===== src/rtl/apb_svt_decoder_bridge.sv =====
// APB one-master to N-slave decoding bridge with fully registered outputs,
// per-slave address windows, an ACCESS-wait timeout and a saturating error counter.
module apb_svt_decoder_bridge #(
   parameter int NUM_SLAVES     = 4,
   parameter int ADDR_WIDTH     = 32,
   parameter int DATA_WIDTH     = 32,
   parameter int REGION_BITS    = 12,
   parameter int TIMEOUT_CYCLES = 16
) (
   input  logic                             pclk,
   input  logic                             presetn,
   input  logic                             psel_m,
   input  logic                             penable_m,
   input  logic                             pwrite_m,
   input  logic [ADDR_WIDTH-1:0]            paddr_m,
   input  logic [DATA_WIDTH-1:0]            pwdata_m,
   input  logic [DATA_WIDTH/8-1:0]          pstrb_m,
   input  logic [2:0]                       pprot_m,
   output logic [DATA_WIDTH-1:0]            prdata_m,
   output logic                             pready_m,
   output logic                             pslverr_m,
   output logic [NUM_SLAVES-1:0]            psel_s,
   output logic                             penable_s,
   output logic                             pwrite_s,
   output logic [ADDR_WIDTH-1:0]            paddr_s,
   output logic [DATA_WIDTH-1:0]            pwdata_s,
   output logic [DATA_WIDTH/8-1:0]          pstrb_s,
   output logic [2:0]                       pprot_s,
   input  logic [NUM_SLAVES*DATA_WIDTH-1:0] prdata_s,
   input  logic [NUM_SLAVES-1:0]            pready_s,
   input  logic [NUM_SLAVES-1:0]            pslverr_s,
   output logic [7:0]                       err_count
);

   // Handshake: a request is accepted only in IDLE on psel_m & !penable_m;
   // pready_m is a single-cycle completion pulse carrying prdata_m/pslverr_m.
   localparam logic [1:0] IDLE   = 2'd0;
   localparam logic [1:0] SETUP  = 2'd1;
   localparam logic [1:0] ACCESS = 2'd2;
   localparam logic [1:0] RESP   = 2'd3;

   localparam int          IW       = ADDR_WIDTH - REGION_BITS;
   localparam logic [15:0] TMO_LAST = 16'(TIMEOUT_CYCLES - 1);

   logic [1:0]            state;
   logic [15:0]           wait_cnt;
   logic [IW-1:0]         dec_idx;
   logic [NUM_SLAVES-1:0] dec_onehot;
   logic                  dec_hit;
   logic                  slave_ready;
   logic                  slave_err;
   logic [DATA_WIDTH-1:0] slave_rdata;
   logic                  tmo_hit;
   logic [7:0]            err_inc;

   assign dec_idx = paddr_m[ADDR_WIDTH-1:REGION_BITS];

   // psel_s is one-hot in SETUP/ACCESS, so it doubles as the slave mux select.
   always_comb begin
      dec_onehot  = '0;
      slave_rdata = '0;
      for (int i = 0; i < NUM_SLAVES; i++) begin
         dec_onehot[i] = (dec_idx == IW'(i));
         if (psel_s[i])
            slave_rdata = slave_rdata | prdata_s[i*DATA_WIDTH +: DATA_WIDTH];
      end
   end

   assign dec_hit     = |dec_onehot;
   assign slave_ready = |(pready_s & psel_s);
   assign slave_err   = |(pslverr_s & psel_s);
   assign tmo_hit     = (TIMEOUT_CYCLES != 0) && (wait_cnt == TMO_LAST);
   assign err_inc     = (err_count == 8'hFF) ? 8'hFF : err_count + 8'd1;

   always_ff @(posedge pclk) begin
      if (!presetn) begin
         state     <= IDLE;
         wait_cnt  <= '0;
         prdata_m  <= '0;
         pready_m  <= 1'b0;
         pslverr_m <= 1'b0;
         psel_s    <= '0;
         penable_s <= 1'b0;
         pwrite_s  <= 1'b0;
         paddr_s   <= '0;
         pwdata_s  <= '0;
         pstrb_s   <= '0;
         pprot_s   <= '0;
         err_count <= '0;
      end else begin
         case (state)
            IDLE: begin
               if (psel_m && !penable_m) begin
                  paddr_s  <= paddr_m;
                  pwrite_s <= pwrite_m;
                  pwdata_s <= pwdata_m;
                  pstrb_s  <= pstrb_m;
                  pprot_s  <= pprot_m;
                  if (dec_hit) begin
                     psel_s <= dec_onehot;
                     state  <= SETUP;
                  end else begin
                     prdata_m  <= '0;
                     pslverr_m <= 1'b1;
                     pready_m  <= 1'b1;
                     err_count <= err_inc;
                     state     <= RESP;
                  end
               end
            end
            SETUP: begin
               penable_s <= 1'b1;
               wait_cnt  <= '0;
               state     <= ACCESS;
            end
            ACCESS: begin
               if (slave_ready) begin
                  psel_s    <= '0;
                  penable_s <= 1'b0;
                  prdata_m  <= pwrite_s ? '0 : slave_rdata;
                  pslverr_m <= slave_err;
                  pready_m  <= 1'b1;
                  if (slave_err)
                     err_count <= err_inc;
                  state <= RESP;
               end else if (tmo_hit) begin
                  psel_s    <= '0;
                  penable_s <= 1'b0;
                  prdata_m  <= '0;
                  pslverr_m <= 1'b1;
                  pready_m  <= 1'b1;
                  err_count <= err_inc;
                  state     <= RESP;
               end else begin
                  wait_cnt <= wait_cnt + 16'd1;
               end
            end
            RESP: begin
               pready_m  <= 1'b0;
               pslverr_m <= 1'b0;
               prdata_m  <= '0;
               state     <= IDLE;
            end
            default: state <= IDLE;
         endcase
      end
   end

endmodule


===== config.mk =====
export PLATFORM = sky130hd
export DESIGN_NAME = apb_svt_decoder_bridge
export DESIGN_NICKNAME = d
export VERILOG_FILES = /design/src/rtl/apb_svt_decoder_bridge.sv
export SDC_FILE = /design/constraint.sdc
export NUM_CORES = 1
export LEC_CHECK = 0
export ABC_AREA = 1
export CORE_MARGIN = 2
export CORE_UTILIZATION = 45
export CTS_CLUSTER_DIAMETER = 40
export DETAILED_ROUTE_END_ITERATION = 12
export PLACE_DENSITY = 0.95
export SYNTH_ARGS = -nofsm -noshare
export SYNTH_HDL_FRONTEND = slang
export SYNTH_SLANG_ARGS = --single-unit

===== constraint.sdc =====
create_clock -name pclk -period 3.4 [get_ports pclk]
set_clock_uncertainty 0.15 [all_clocks]
set_input_delay 0.85 -clock pclk [delete_from_list [all_inputs] [get_ports pclk]]
set_output_delay 0.85 -clock pclk [all_outputs]
set_load 0.01 [all_outputs]

; ---- After elaboration in Yosys (flattened, before gate mapping)
; Cells that the tools add are included.
[word_totals]
ff_bits = 137
in_bits = 212
word_cells = 92
[op_classes]
n_addsub = 2
n_eq_ne = 15
mux = 40
bitwise = 5
reduce_logical = 17
[ops]
columns = operator, n
row1 = $mux 32, 9
row2 = $or 32x32->32, 3
row3 = $pmux 32 s3, 1
row4 = $mux 8, 6
row5 = $eq 20x2->1 const B, 2
row6 = $mux 16, 2
row7 = $pmux 16 s2, 1
row8 = $eq 20x1->1 const B, 1
row9 = $logic_not 20->1, 1
row10 = $add 16x1->16 const B, 1
row11 = $eq 16x4->1 const B, 1
row12 = $mux 4, 4
row13 = $pmux 8 s2, 1
row14 = $reduce_or 4->1, 3
row15 = $ne 2x2->1 const B, 5
row16 = $add 8x1->8 const B, 1
row17 = $and 4x4->4, 2
row18 = $eq 8x8->1 const B, 1
row19 = $mux 2, 4
row20 = $pmux 2 s4, 1
row21 = $pmux 4 s2, 1
row22 = $reduce_and 4->1, 2
row23 = $mux 1, 7
row24 = $ne 3x3->1 const B, 2
row25 = 12 further kinds, 17

; ---- Logic depth before layout (Yosys ltp)
; Gate-level depths: netlist (run 1).
[logic_depth]
ltp_word = 10
mapped_depth = 13
ltp_nobuf = 13

; ---- Least setup slack after synthesis (run 1)
; Ideal clock, no wire load.
[synth_path]
path_kind = input -> register
start = in paddr_m[26]
end = reg prdata_m[17]
setup_time_ns = 0.115
t_arrival_ns = 1.927
path_slack_ns = 1.208
cell_stages = 10
path_buffers = 2
path_cell_list = nor2_1 > nand2_1 > nor2_2 > nand3_1 > nand2_1 > o21ai_2 > buf_6 > buf_4 > a21oi_1 > nor2_1
[synth_between]
elab_chain_cells = 4
[synth_lines]
columns = element, line
row1 = from (decl), 15  ; input logic [ADDR_WIDTH-1:0] paddr_m,
row2 = $eq 20x1->1 (tied with other cells), 63  ; dec_onehot[i] = (dec_idx == IW'(i));
row3 = $reduce_or 4->1 (*), 69  ; assign dec_hit = |dec_onehot;
row4 = $ne 2x2->1 (no source line) (*), n/a
row5 = $reduce_and 4->1 (no source line) (*), n/a
row6 = to (signal assigned), 120  ; prdata_m <= pwrite_s ? '0 : slave_rdata;
row7 = to (decl), 19  ; output logic [DATA_WIDTH-1:0] prdata_m,
; Every way passes the cells marked *; elsewhere a longest branch is shown, timed or not.
; A chain may end at the register's enable or synchronous reset.

; ---- Worst setup path after layout (run 1)
[layout_path]
start = reg psel_s[0]
end = out psel_s[0]
[layout_lines]
columns = element, line
row1 = from (decl), 22  ; output logic [NUM_SLAVES-1:0] psel_s,
row2 = from (signal assigned), 100  ; psel_s <= dec_onehot;
; No word-level cell between the ends.

==> results of run 1 <==
## through the flow
| step | util | setup WS [ns] | hold WS, ns |
|---|---|---|---|
| 2_1_floorplan | - | 1.21 | 0.318 |
| 3_3_place_gp | 0.685 | 0.441 | 0.281 |
| 3_5_place_dp | 0.685 | 0.371 | 0.285 |
| 4_1_cts | 0.721 | 0.634 | 0.295 |
| 5_1_grt | 0.721 | 0.593 | 0.313 |
| 6_report | 0.721 | 0.647 | 0.294 |
## cell type report
cell class,count,area [sq um],share of cell area
inverters,103,388,0.0353
clock inverters,12,120,0.0109
repair buffers,348,3490,0.317
clock buffers,19,433,0.0394
well taps,211,264,0.0240
multi-input cells,740,3570,0.324
flip-flops and latches,137,2740,0.249
## cell usage in the layout (no fill, tap or decap), types with 3 or more instances in the layout
cell,n
or2_2,3
nand3_1,102
xor2_1,5
o21ai_0,77
inv_6,3
nor2_2,5
nand4_1,42
clkinv_4,5
nor3_1,7
clkdlybuf4s50_1,329
nand2_1,253
dfxtp_1,137
a21oi_1,115
buf_12,4
clkbuf_16,17
inv_1,99
nor2_1,85
buf_4,15
ha_1,7
a21oi_2,20
nand2_2,4
## registers in the layout, indices dropped and copies added (netlist names)
register / count
err_count: 8
paddr_s: 32
penable_s: 1
pprot_s: 3
prdata_m: 32
pready_m: 1
psel_s: 4
pslverr_m: 1
pstrb_s: 4
pwdata_s: 32
pwrite_s: 1
state: 2
wait_cnt: 16
## kinds of logic after synthesis
logic type	after synthesis	synth area share
simple gates	507	0.315
compound gates	220	0.169
buf+inv	173	0.105
flops	137	0.390
fa+ha+maj	7	0.0125
xor+xnor	6	0.00748
## metal layers
metal | vias up | track usage | wire (microns)
met5 | - | 0 | 0
met4 | 0 | 0.136 | 935
met3 | 54 | 0.0915 | 2190
met2 | 348 | 0.529 | 11900
met1 | 3714 | 0.287 | 8940
li1 | 4026 | - | -
## worst max-delay path by stage
stage | startpoint | end | slack, ns
2_1_floorplan | paddr_m[26] | prdata_m[17]$_SDFFE_PN0P_ | 1.21
6_report | psel_s[0]$_SDFFE_PN0P_ | psel_s[0] | 0.65
3_5_place_dp | paddr_m[30] | err_count[3]$_SDFFE_PN0P_ | 0.37
5_1_grt | paddr_m[24] | err_count[2]$_SDFFE_PN0P_ | 0.59
3_3_place_gp | paddr_m[30] | err_count[1]$_SDFFE_PN0P_ | 0.44
4_1_cts | psel_s[0]$_SDFFE_PN0P_ | psel_s[0] | 0.63
## power by group through the flow
stage | Clock (mW) | Sequential [mW] | Combinational, mW
global placement | 0 | 2.23 | 3.42
finish | 1.72 | 2.22 | 3.52
floorplan | 0 | 2.38 | 1.95
global route | 1.82 | 2.26 | 3.87
CTS | 1.75 | 2.22 | 3.53
detailed placement | 0 | 2.25 | 3.51
==> out/metrics.yaml, run 1 <==
clk-insertion-delay-late_ns: 0.41
min_period_ns: 2.75
synth-seq-area-share: 0.390
fin_area_sq_mm: 0.0110
syn_area_per_cell_sq_um: 6.69
path_cells: "clkdlybuf4s50_1"
grt_overflow: 0
finalHoldViolCount: 0
async_reset_ff_frac: 0
cp_slowest_cell: "clkdlybuf4s50_1"
hold_end: "paddr_s[7]$_SDFFE_PN0P_"
syn-cell-area_sq_mm: 0.00703
cts_setup_buffers: 0
final_nets: 1566
grt_use_total: 0.285
switching_share: 0.382
coreArea_sq_mm: 0.0153
min_period_over_period: 0.810
slew_headroom: 0.290
clkSinkCount: 137
wl_per_cell_microns: 15.3
die_y_microns: 129
start_util: 0.461
r2r_end: "wait_cnt[13]$_SDFFE_PN0P_"
cts_buffers: 17
fin_tns_setup_ns: 0
grt_max_degree: 78
final_layout_size_suffix_gt1_frac: 0.0655
cts-htree-levels: 4
clock.fmax_mhz: 363
ys_ff_latch: 137
yosysMostFrequentCell: "nand2_1"
cp_data_required_time_ns: 2.40
grt_pass1_wl_mm: 37.5
yosys.area.top_type: "dfxtp_1"
num_rows: 45
path_buf_inv: 1
rsz0062_at_grt: "false"
synth_edf_count: 0
instances_no_fill: 1570
io_pins: 331
critPathArrivalTime_ns: 1.75
post_synth_num_cell_types: 35
antenna_found_initial: 0
combinationalPowerShare: 0.472
place_hpwl_mm: 18.3
antenna-diode-count: 0
net-switching-power_mw: 2.84
die_x_microns: 129
syn-num-nets: 1269
dr.pass1.iters: 5
postRouteWirelength_mm: 24.0
max_cap_viol_count: 0
first_global_vias: 8029
crit_cells: 1
finalPower_mw: 7.46
p_int_mw: 4.61
drtIter0Drc: 411
postPlaceCellArea_sq_mm: 0.0104
path_class: "register to output pin"
clock_path_buffers: 2
clk_pin_slew_ns: 0.06
fill_cells: 1165
ctsResizeCount: 0
leakage_nw: 4.15
ys.warnings.count: 0
syn-instance-count: 1050
hp-class: "register to register"
synthTopCellsByArea: "dfxtp_1, nand2_1, a21oi_1"
dp.cells: 1539
min_from: "paddr_s[7]$_SDFFE_PN0P_"
reg2regPathDepth: 11
max_stage_delay_ns: 0.71
peakVddDrop_uv: 351
power_density_mw_per_mm2: 678
drv_slew: 0
cp-end-kind: "output pin"
status: "complete, no violations"
synth_top_area_share: 0.390
finalSetupViolations: 0
drcViolationCount: 0
cts_root_buf: "clkbuf_16"
synth_commonest_cells: "nand2_1, dfxtp_1, a21oi_1"
worst_slew_pin_slew_ns: 1.06
ant_nets: 0
vias_per_cell: 5.19
cp_top_family: "buffers and inverters"
pwr-share-clk: 0.230
critPathMaxFanout: 12
dieArea_sq_mm: 0.0166
hold_depth: 2
hold_buffers: 0
rrSetupSlack_ns: 1.04
worstSetupStartpointType: "register"
regToRegStartpoint: "wait_cnt[0]$_SDFFE_PN0P_"
place_congestion: 0.901
port-buffer-count: 330
via_count: 8142
syn_to_final_growth_pct: 56.5
cts_tree: "done"
synth_ff_type: "dfxtp_1"
seq_power_share: 0.298
Power figures use the tool's default switching activity.
==> run 2, diff against run 1 <==
- CORE_UTILIZATION: 45 -> 42
- PLACE_DENSITY: 0.95 -> 0.91
- clock period: 3.4 -> 2.8 ns (I/O delays scaled with it)
==> out/metrics.yaml, run 2 (same netlist as run 1, synthesis figures left out) <==
status: "complete, no violations"
cp_slowest_cell: "clkdlybuf4s50_1"
path_cells: "clkdlybuf4s50_1"
critPathArrivalTime_ns: 1.54
regToRegStartpoint: "state[0]$_SDFFE_PN0P_"
seq_power_share: 0.292
cts_setup_buffers: 0
power_density_mw_per_mm2: 832
cts_buffers: 17
max_cap_viol_count: 0
drv_slew: 0
postRouteWirelength_mm: 24.4
cp-end-kind: "output pin"
die_x_microns: 133
die_y_microns: 133
cts_root_buf: "clkbuf_16"
drtIter0Drc: 469
reg.largest.list: "paddr_s (32), prdata_m (32), pwdata_s (32)"
fin_ws_ns: 0.411
final_nets: 1573
most-common-layout-cells: "clkdlybuf4s50_1, nand2_1, dfxtp_1"
dieArea_sq_mm: 0.0178
place_hpwl_mm: 18.3
worst_slew_pin_slew_ns: 0.442
cp_data_required_time_ns: 1.95
hold_depth: 2
wl_per_cell_microns: 15.4
finalSetupViolations: 0
finalHoldViolCount: 0
clk-insertion-delay-late_ns: 0.41
combinationalPowerShare: 0.463
peakVddDrop_uv: 596
cp_top_family: "buffers and inverters"
grt_max_degree: 59
p_int_mw: 5.78
reg2regPathDepth: 10
crit_cells: 1
min_from: "pwdata_s[22]$_SDFFE_PN0P_"
fill_cells: 1320
io_pins: 331
dr.pass1.iters: 5
place_congestion: 0.927
mostFrequentLayoutCell: "clkdlybuf4s50_1"
rsz0062_at_grt: "false"
grt_pass1_wl_mm: 38.6
grt_overflow: 0
clock.fmax_mhz: 419
postPlaceCellArea_sq_mm: 0.0105
num_rows: 47
net-switching-power_mw: 3.49
ant_nets: 0
grt_use_total: 0.270
multiInputGateArea_sq_mm: 0.00357
cts-htree-levels: 4
ctsResizeCount: 0
first_global_vias: 7742
min_period_ns: 2.39
holdWs_ns: 0.293
dp.cells: 1555
max_stage_delay_ns: 0.65
clock_path_buffers: 2
start_util: 0.427
via_count: 8204
switching_share: 0.377
drcViolationCount: 0
fin_util: 0.677
antenna_found_initial: 4
path_buf_inv: 1
worstSetupStartpointType: "register"
pwr-share-clk: 0.245
syn_to_final_growth_pct: 58.5
cts_tree: "done"
vias_per_cell: 5.16
slew_headroom: 0.705
startpoint: "psel_s[2]$_SDFFE_PN0P_"
port-buffer-count: 330
regArea_sq_mm: 0.00274
leakage_nw: 4.21
hp-class: "register to register"
final_layout_size_suffix_gt1_frac: 0.0724
path_class: "register to output pin"
fin_tns_setup_ns: 0
min_period_over_period: 0.853
instances_no_fill: 1591
clk_pin_slew_ns: 0.06
finalPower_mw: 9.27
critPathMaxFanout: 5
clkSinkCount: 137
coreArea_sq_mm: 0.0165
fin_area_sq_mm: 0.0111
hold_buffers: 0
dp_slack_ns: -0.00199
==> run 2: changes by cell type in the layout (fill, tap and decap cells not counted), sizes merged <==
cell      previous run  this run
buf                 19        26
diode                0         4
clkinv               8         6
clkinvlp             2         4
bufinv               1         2
==> run 2: area by class of cell <==
class                      count  share of cell area
sequential                   137               0.246
timing repair buffer         355               0.320
tap                          220              0.0247
multi-input combinational    740               0.320
inverter                     103              0.0348
antenna                        4            0.000898
clock buffer                  19              0.0407
clock inverter                13              0.0129
==> run 2: worst register-to-register path, stage by stage (launching register included) <==
cell     delay [ns]
dfxtp_1        0.34
inv_1          0.12
ha_1           0.39
inv_1          0.08
a21oi_1        0.24
inv_1          0.11
nand2_4        0.16
nor2_8         0.07
buf_12         0.18
a21oi_1        0.18
nor2_1         0.06
==> run 2: worst paths after layout <==
kind                                                  end  slack [ns]
worst min register to register  pwdata_s[22]$_SDFFE_PN0P_        0.29
worst max-delay path                            psel_s[2]        0.41
worst min-delay path            pwdata_s[22]$_SDFFE_PN0P_        0.29
worst max register to register  prdata_m[23]$_SDFFE_PN0P_        0.61
==> run 2: routing by layer <==
metal	wire, microns	share of wire	track usage
met2	12200	0.50	0.472
met3	2270	0.093	0.0837
met1	9170	0.38	0.297
met4	748	0.031	0.134
met5	0	0	0
==> run 2: power by group through the flow <==
stage          clock, mW  sequential (mW)  combinational, mW
3_5_place_dp           0             2.74               4.28
3_3_place_gp           0             2.72               4.18
4_1_cts             2.30             2.70               4.30
2_1_floorplan          0             2.89               2.36
5_1_grt             2.40             2.75               4.71
6_report            2.27             2.70               4.30
